==> src/rtl/store_fwd_buffer.sv <==
`timescale 1ns/1ps
// store_fwd_buffer
// Posted store buffer sitting between the MEM stage and data memory.
// Retiring stores are queued in a circular FIFO, drained to data memory in
// order, and forwarded to younger loads that are fully covered by the
// youngest matching store. Loads that only partially overlap the youngest
// matching store are stalled until that store drains (no merging).
// DEPTH must be a power of two and at least 2.
module store_fwd_buffer #(
  parameter int DEPTH = 4,
  parameter int AW    = 32
) (
  input  logic                   clk,
  input  logic                   rst,
  // store enqueue
  input  logic                   st_valid,
  output logic                   st_ready,
  input  logic [AW-1:0]          st_addr,
  input  logic [31:0]            st_data,
  input  logic [3:0]             st_be,
  // load lookup
  input  logic                   ld_valid,
  input  logic [AW-1:0]          ld_addr,
  input  logic [3:0]             ld_be,
  output logic                   ld_hit,
  output logic [31:0]            ld_data,
  output logic                   ld_stall,
  // drain port
  output logic                   dm_wvalid,
  output logic [AW-1:0]          dm_waddr,
  output logic [31:0]            dm_wdata,
  output logic [3:0]             dm_wbe,
  input  logic                   dm_wready,
  // status
  output logic                   empty,
  output logic [$clog2(DEPTH):0] count
);

  localparam int PW = $clog2(DEPTH);
  localparam int CW = PW + 1;

  // Entry storage: word address, lane-aligned data and byte enables.
  logic [AW-3:0]    ent_addr [DEPTH];
  logic [31:0]      ent_data [DEPTH];
  logic [3:0]       ent_be   [DEPTH];
  logic [DEPTH-1:0] ent_valid;

  logic [PW-1:0] head;
  logic [PW-1:0] tail;
  logic [CW-1:0] cnt;

  logic push;
  logic pop;

  // Sub-word address bits carry no information for word-granular matching.
  logic unused_addr_bits;
  assign unused_addr_bits = ^{st_addr[1:0], ld_addr[1:0]};

  // Handshakes are derived from registered occupancy only, so dm_wready
  // never reaches st_ready or the load lookup combinationally.
  assign st_ready  = (cnt != CW'(DEPTH));
  assign dm_wvalid = (cnt != '0);
  assign empty     = (cnt == '0);
  assign count     = cnt;

  assign push = st_valid && st_ready;
  assign pop  = dm_wvalid && dm_wready;

  // Head entry is presented straight from the registers; it cannot change
  // while a drain is pending because only a pop moves head.
  assign dm_waddr = {ent_addr[head], 2'b00};
  assign dm_wdata = ent_data[head];
  assign dm_wbe   = ent_be[head];

  // Pointer, occupancy and valid-bit bookkeeping; reset discards everything.
  always_ff @(posedge clk or posedge rst) begin
    if (rst) begin
      head      <= '0;
      tail      <= '0;
      cnt       <= '0;
      ent_valid <= '0;
    end else begin
      if (pop) begin
        head <= head + PW'(1);
      end
      if (push) begin
        tail <= tail + PW'(1);
      end
      if (push && !pop) begin
        cnt <= cnt + CW'(1);
      end else if (pop && !push) begin
        cnt <= cnt - CW'(1);
      end
      // head and tail can only coincide when empty (no pop) or full (no
      // push), so clearing then setting never collides on one slot.
      for (int i = 0; i < DEPTH; i++) begin
        if (pop && (head == PW'(i))) begin
          ent_valid[i] <= 1'b0;
        end
        if (push && (tail == PW'(i))) begin
          ent_valid[i] <= 1'b1;
        end
      end
    end
  end

  // Payload write at the tail slot; payload needs no reset since the valid
  // bits gate every use of it.
  always_ff @(posedge clk) begin
    if (push) begin
      ent_addr[tail] <= st_addr[AW-1:2];
      ent_data[tail] <= st_data;
      ent_be[tail]   <= st_be;
    end
  end

  // Per-slot match against the load: same word and at least one shared lane.
  // A store with no enabled lanes therefore never matches.
  logic [DEPTH-1:0] slot_match;

  generate
    for (genvar gi = 0; gi < DEPTH; gi++) begin : g_match
      assign slot_match[gi] = ent_valid[gi]
                            && (ent_addr[gi] == ld_addr[AW-1:2])
                            && ((ent_be[gi] & ld_be) != 4'b0000);
    end
  endgenerate

  logic          y_found;
  logic [31:0]   y_data;
  logic [3:0]    y_be;
  logic [PW-1:0] y_idx;

  // Youngest-first search, walking backwards from the slot just before tail
  // so priority follows age rather than physical slot number.
  always_comb begin
    y_found = 1'b0;
    y_data  = '0;
    y_be    = '0;
    y_idx   = '0;
    for (int k = 0; k < DEPTH; k++) begin
      y_idx = tail - PW'(k + 1);
      if (!y_found && slot_match[y_idx]) begin
        y_found = 1'b1;
        y_data  = ent_data[y_idx];
        y_be    = ent_be[y_idx];
      end
    end
  end

  logic        full_cover;
  logic [31:0] lane_mask;

  // Expand the requested lanes to a bit mask for the forwarded word.
  always_comb begin
    lane_mask = '0;
    for (int b = 0; b < 4; b++) begin
      lane_mask[b*8 +: 8] = {8{ld_be[b]}};
    end
  end

  assign full_cover = ((ld_be & ~y_be) == 4'b0000);

  // Hit only when the youngest match alone covers every requested lane;
  // otherwise the load must wait for that store to drain.
  always_comb begin
    ld_hit   = 1'b0;
    ld_stall = 1'b0;
    ld_data  = '0;
    if (ld_valid && y_found) begin
      if (full_cover) begin
        ld_hit  = 1'b1;
        ld_data = y_data & lane_mask;
      end else begin
        ld_stall = 1'b1;
      end
    end
  end

endmodule

==> config.mk <==
export PLATFORM = sky130hd
export DESIGN_NAME = store_fwd_buffer
export DESIGN_NICKNAME = d
export VERILOG_FILES = /design/src/rtl/store_fwd_buffer.sv
export SDC_FILE = /design/constraint.sdc
export NUM_CORES = 1
export LEC_CHECK = 0
export CORE_MARGIN = 2
export CORE_UTILIZATION = 57
export DETAILED_ROUTE_END_ITERATION = 12
export PLACE_DENSITY_LB_ADDON = 0.15
export SKIP_LAST_GASP = 1
export SYNTH_ARGS = -nofsm -noshare
export SYNTH_HDL_FRONTEND = slang
export SYNTH_SLANG_ARGS = --single-unit
==> constraint.sdc <==
create_clock -name clk -period 5.5 [get_ports clk]
set_input_delay 1.1 -clock clk [delete_from_list [all_inputs] [get_ports clk]]
set_output_delay 1.1 -clock clk [all_outputs]
set_load 0.01 [all_outputs]
# Word-level counts from Yosys, hierarchy flattened
# Memory sizes are Yosys's and may differ from the RTL's.
# Cells that the tools add are included.
# W data, S select, Z words.
[word_totals]
ff_bits = 11
ram_bits = 264
inputBits = 109
out_inout_bits = 108
wordCells = 120
n_memories = 3
[classes]
addsub = 7
magnitude_cmp = 4
n_eq_ne = 11
n_mux = 38
n_bitwise = 7
n_reduce_logical = 43
[memory_table]
columns = ["name", "words", "word_bits", "rd", "rd_clocked_by_memory_dff", "write_ports", "line", "source"]
rows = [
  ["ent_data", 4, 32, 5, 0, 1, "44", "logic [31:0] ent_data [DEPTH];"],
  ["ent_addr", 4, 30, 5, 0, 1, "43", "logic [AW-3:0] ent_addr [DEPTH];"],
  ["ent_be", 4, 4, 9, 0, 1, "45", "logic [3:0] ent_be [DEPTH];"],
]
[op_table]
columns = ["operator", "n"]
rows = [
  ["$mux W32", 6],
  ["$eq A30 B30 Y1", 4],
  ["$and A32 B32 Y32", 1],
  ["$logic_and A1 B1 Y1", 24],
  ["$mux W1", 22],
  ["$and A4 B4 Y4", 5],
  ["$mux W4", 4],
  ["$reduce_bool A4 Y1", 4],
  ["$lt A2 B3 Y1 const B", 4],
  ["$reduce_bool A2 Y1", 5],
  ["$bmux W1 S2", 4],
  ["$eq A2 B2 Y1 const B", 4],
  ["$mux W3", 2],
  ["$logic_not A1 Y1", 5],
  ["$add A2 B1 Y2 const B", 2],
  ["$eq A2 B1 Y1 const B", 2],
  ["$logic_not A2 Y1", 2],
  ["$logic_not A4 Y1", 1],
  ["$not A4 Y4", 1],
  ["$sub A2 B2 Y2 const B", 2],
  ["$add A3 B1 Y3 const B", 1],
  ["$logic_not A3 Y1", 1],
  ["$ne A3 B3 Y1 const B", 1],
  ["$reduce_bool A3 Y1", 1],
  ["other kinds (2)", 2],
]

# Logic depth before layout (Yosys ltp)
# An unclocked memory read counts as a cell.
[depth]
ltp_word = 21
depth_mapped = 13

# Least setup slack after synthesis
# Ideal clock, no wire load.
[synth_timing]
path_kind = "input to output"
from = "input port ld_addr[28]"
to = "output port ld_data[10]"
arrival_ns = 3.720
setup_slack_ns = 0.680
stages = 12
n_path_buf = 2
cell_sequence = "clkbuf_1 xnor2_1 nand4_1 nor4_4 nand2_2 o311a_4 o21ai_4 nor3_1 o31ai_2 nand4_4 buf_6 a211oi_2"
[synth_via]
elab_chain_len = 20
elab_cells_between_ends = 45
cone_classes = "4 x eq/ne; 22 x mux; 3 x bitwise; 16 x reduce/logical"
[synth_lines]
columns = ["item", "line", "source"]
rows = [
  ["from (decl)", "23", "input logic [AW-1:0] ld_addr,"],
  ["$eq A30 B30 Y1", "124", "&& (ent_addr[gi] == ld_addr[AW-1:2])"],
  ["$logic_and A1 B1 Y1", "124", ""],
  ["$logic_and A1 B1 Y1", "125", "&& ((ent_be[gi] & ld_be) != 4'b0000);"],
  ["$bmux W1 S2", "143", "if (!y_found && slot_match[y_idx]) begin"],
  ["$mux W1 (not written as such)", "143", ""],
  ["$mux W1", "143", ""],
  ["$logic_not A1 Y1", "143", ""],
  ["$logic_and A1 B1 Y1", "143", ""],
  ["[4 not listed]", "-", ""],
  ["$logic_not A1 Y1", "143", ""],
  ["$logic_and A1 B1 Y1", "143", ""],
  ["$mux W4", "143", ""],
  ["$not A4 Y4", "162", "assign full_cover = ((ld_be & ~y_be) == 4'b0000);"],
  ["$and A4 B4 Y4", "162", ""],
  ["$logic_not A4 Y1", "162", ""],
  ["$mux W32", "171", "if (full_cover) begin"],
  ["$mux W32 (*)", "170", "if (ld_valid && y_found) begin"],
  ["to (decl)", "26", "output logic [31:0] ld_data,"],
]
# Mark *: on every way between the ends. The rest lies on a longest branch, timed or not. The select of a mux whose other input is x is not followed.

# Final worst setup path
[layout_timing]
from = "input port ld_addr[31]"
to = "output port ld_data[5]"
# The elaborated chain is that of the path after synthesis.

==> reports/qor.yml <==
clocking:
  clock_path_buffers: 3
  cts_root_buffer: "clkbuf_16"
  cts_buffers: 29
  cts_sinks: 275
  cts_max_level: 1
  insertion_delay_ns: 0.56
  cts_tree: "done"
  clk_pin_slew_ns: 0.07
worst_setup_path:
  cp_num_buf_inv: 7
  worstPathRequired_ns: 4.40
  path_delay_family: "buffers and inverters"
  critical_path.max_stage_delay_ns: 0.36
  cp-start-kind: "input port"
  cp_max_fo: 4
  critical_path_class: "in -> out"
  path_cells: "clkbuf_2 -> buf_4 -> xnor2_2 -> nand4_1 -> nor4_4 -> buf_4 -> nand2_2 -> buf_6 -> o41a_1 -> a2bb2oi_1 -> nor3_1 -> o31ai_2 -> nand4_4 -> buf_6 -> bufbuf_16 -> a211oi_4 -> buf_2"
  arrival_ns: 4.33
  slowest_stage: "o41a_1"
  endpoint_kind: "output pin"
routing:
  wirelength_microns: 46400
  vias: 12100
  routedWlPerCell_microns: 25.6
  route.detailed.drc: 0
  drt-vias-per-instance: 6.69
  drt_iter0_markers: 996
  drt_first_pass_iters: 5
  ant_nets: 0
placement:
  dp_hpwl_microns: 30400
  gp_congestion: 0.931
  io_buffers: 210
  placed_area_sq_um: 20500
power_and_ir_drop:
  p_leak_nw: 7.39
  cellPowerDensity_nw_per_um2: 467
  vdd_drop_max_mv: 0.395
  power_mw: 10.2
layout:
  final_nets: 1516
  area_delta_synth_final_pct: 26.7
  fill_cells: 1904
  layout-drive-gt1-share_pct: 38.3
  design_area_sq_um: 21800
sta:
  finalCriticalPeriod_ns: 5.43
  slew-limit-headroom_pct: 21.9
  report.final.slew_viol_count: 0
  skew_ns: 0.0201
  fin_crit_sh_pct: 98.7
  whs_ns: 0.492
  worst_pin_slew_ns: 1.17
  fmax_ghz: 0.184
  final-hold-violation-count: 0
  setup_viol: 0
  setup_tns_ns: 0
synth:
  synth_cell_types: 62
  synth-seq-cells: 275
  synth_top_cell_by_area: "edfxtp_1"
  synth_top_area_share_pct: 46.0
  syn-cell-area_sq_um: 17200
  synth_cells: 1115
  async_flop_share_pct: 4.00
  syn_area_per_cell_sq_um: 15.5
  ys_seq_area_share_pct: 47.6
  ys_warn_count: 0
  ys_top_cells_by_area: "edfxtp_1 46%, mux4_2 23%, xnor2_1 5.4%, mux2i_1 3.7%, mux2_2 2.2%"
  synth_top_flop_cell: "edfxtp_1"
  synth_edf_count: 264
global_routing:
  grt_first_pass_wirelength_microns: 70600
  overflow: 0
  grt_max_degree: 119
  grt_usage_pct: 29.6
  antenna_found_initial: 7
  grt_pass1_vias: 12400
job:
  maxCapViolations: 0
floorplanning:
  pin_count: 217
  num_rows: 63
  dieArea_sq_um: 31700
  coreArea_sq_um: 29700
  start_util_pct: 58.0
  die_y_microns: 178
  die_w_microns: 178
hold_path:
  min_path_type: "reg -> reg"
outcome:
  status: "complete, no violations"
[cell type report]
cell class	count	area, sq um	area share (%)
multi-input cells	723	9050	41.4
flip-flops and latches	275	8220	37.6
repair buffers	350	3190	14.6
clock buffers	35	748	3.42
well taps	390	488	2.23
clock inverters	15	80.1	0.367
inverters	18	67.6	0.309
diodes	3	7.51	0.0344
[metrics by stage]
step / setup slack (ns) / cells / utilization [%]
floorplan: 0.680 / 1116 / -
detailed placement: -0.777 / 1740 / 69.1
finish: 0.0719 / 1809 / 73.5
global placement: -0.748 / 1740 / 69.1
global route: -0.00322 / 1809 / 73.5
CTS: 0.00927 / 1803 / 73.2
[routing by layer]
layer | track usage (%) | part of all wire (%) | vias to the layer above
li1 | - | - | 5226
met1 | 38.4 | 38 | 6195
met2 | 51.0 | 51 | 575
met3 | 4.35 | 7.4 | 101
met4 | 10.4 | 3.2 | 8
met5 | 0 | 0.13 | -
[registers in the layout, summed over array words and instances, names as in the netlist]
| name | cells |
|---|---|
| ent_addr | 120 |
| ent_be | 16 |
| ent_valid | 4 |
| ent_data | 128 |
| count | 3 |
| tail | 2 |
| head | 2 |
[placed cells by master (no fill, tap or decap), types with 5 or more instances in the layout]
cell | synthesis | final
edfxtp_1 | 264 | 264
mux4_2 | 174 | 174
clkdlybuf4s50_1 | 0 | 142
buf_4 | 4 | 114
xnor2_1 | 107 | 82
mux2i_1 | 64 | 64
nand4_1 | 40 | 40
nand2b_1 | 38 | 38
mux2_2 | 33 | 32
o311ai_1 | 32 | 31
o221ai_1 | 33 | 30
clkbuf_16 | 0 | 29
a211oi_2 | 29 | 28
xnor2_2 | 3 | 26
clkbuf_2 | 0 | 25
dlygate4sd2_1 | 0 | 19
nor2_1 | 19 | 18
inv_1 | 17 | 17
nand2_1 | 15 | 13
buf_2 | 17 | 12
buf_12 | 0 | 12
buf_6 | 3 | 11
xor2_1 | 10 | 9
nor3_1 | 11 | 8
ha_1 | 9 | 8
clkdlybuf4s15_2 | 0 | 8
clkinv_1 | 1 | 7
dfrtp_1 | 11 | 7
nand3_1 | 7 | 6
clkbuf_1 | 65 | 6
a22o_1 | 5 | 5
nor4_2 | 0 | 5
nor2b_1 | 7 | 5
o21a_1 | 5 | 5
clkinv_2 | 0 | 5
[synth_stat cells, types with 19 or more instances]
cell type / number
edfxtp_1: 264
mux2i_1: 64
nand2b_1: 38
o221ai_1: 33
nor2_1: 19
mux2_2: 33
mux4_2: 174
a211oi_2: 29
clkbuf_1: 65
xnor2_1: 107
nand4_1: 40
o311ai_1: 32
[worst reg2reg max path, cell delays in order (launching register included)]
cell	delay, ns
dfrtp_4	0.51
buf_12	0.62
ha_1	0.27
and3_4	0.71
buf_4	0.48
[report_power, final]
part	switching, mW	internal [mW]	total, mW	leakage [nW]
clock	0.789	0.960	1.75	0.402
sequential	0.523	2.80	3.33	2.54
combinational	2.30	2.83	5.13	4.45
[worst paths after layout]
check	start	endpoint	slack [ns]	cells past startpoint
min in group asynchronous	rst	head[1]$_DFFE_PP0P_	0.84	2
min	ent_valid[2]$_DFFE_PP0P_	ent_valid[2]$_DFFE_PP0P_	0.49	1
max reg2reg	tail[0]$_DFFE_PP0P_	ent_data[1][2]$_DFFE_PP_	2.54	4
max	ld_addr[31]	ld_data[5]	0.07	17
min reg2reg	ent_valid[2]$_DFFE_PP0P_	ent_valid[2]$_DFFE_PP0P_	0.49	1
max in group asynchronous	rst	head[0]$_DFFE_PP0P_	4.31	2
[cells by family (layout without fill, tap and decap cells)]
kind of cell               Yosys count  count (layout)  share of synthesized area, %
AOI/OAI and AO/OA                  146             146                          7.89
xor gates and xnor gates           120             120                          6.23
adders and majority gates           10              10                         0.769
buffers and inverters              118             418                          2.91
DFF                                275             275                          47.6
muxes                              271             271                          28.6
other                                1               5                        0.0217
and+or+nand+nor                    174             174                          6.03
[repair_timing]
action                                  CTS  global route
cloned                                    1             0
pin swaps                                36            38
setup buffers                            13             5
hold buffers                              0             0
endpoints found under the setup margin   34            34
resized for setup                       179            89
Power figures use the tool's default switching activity.
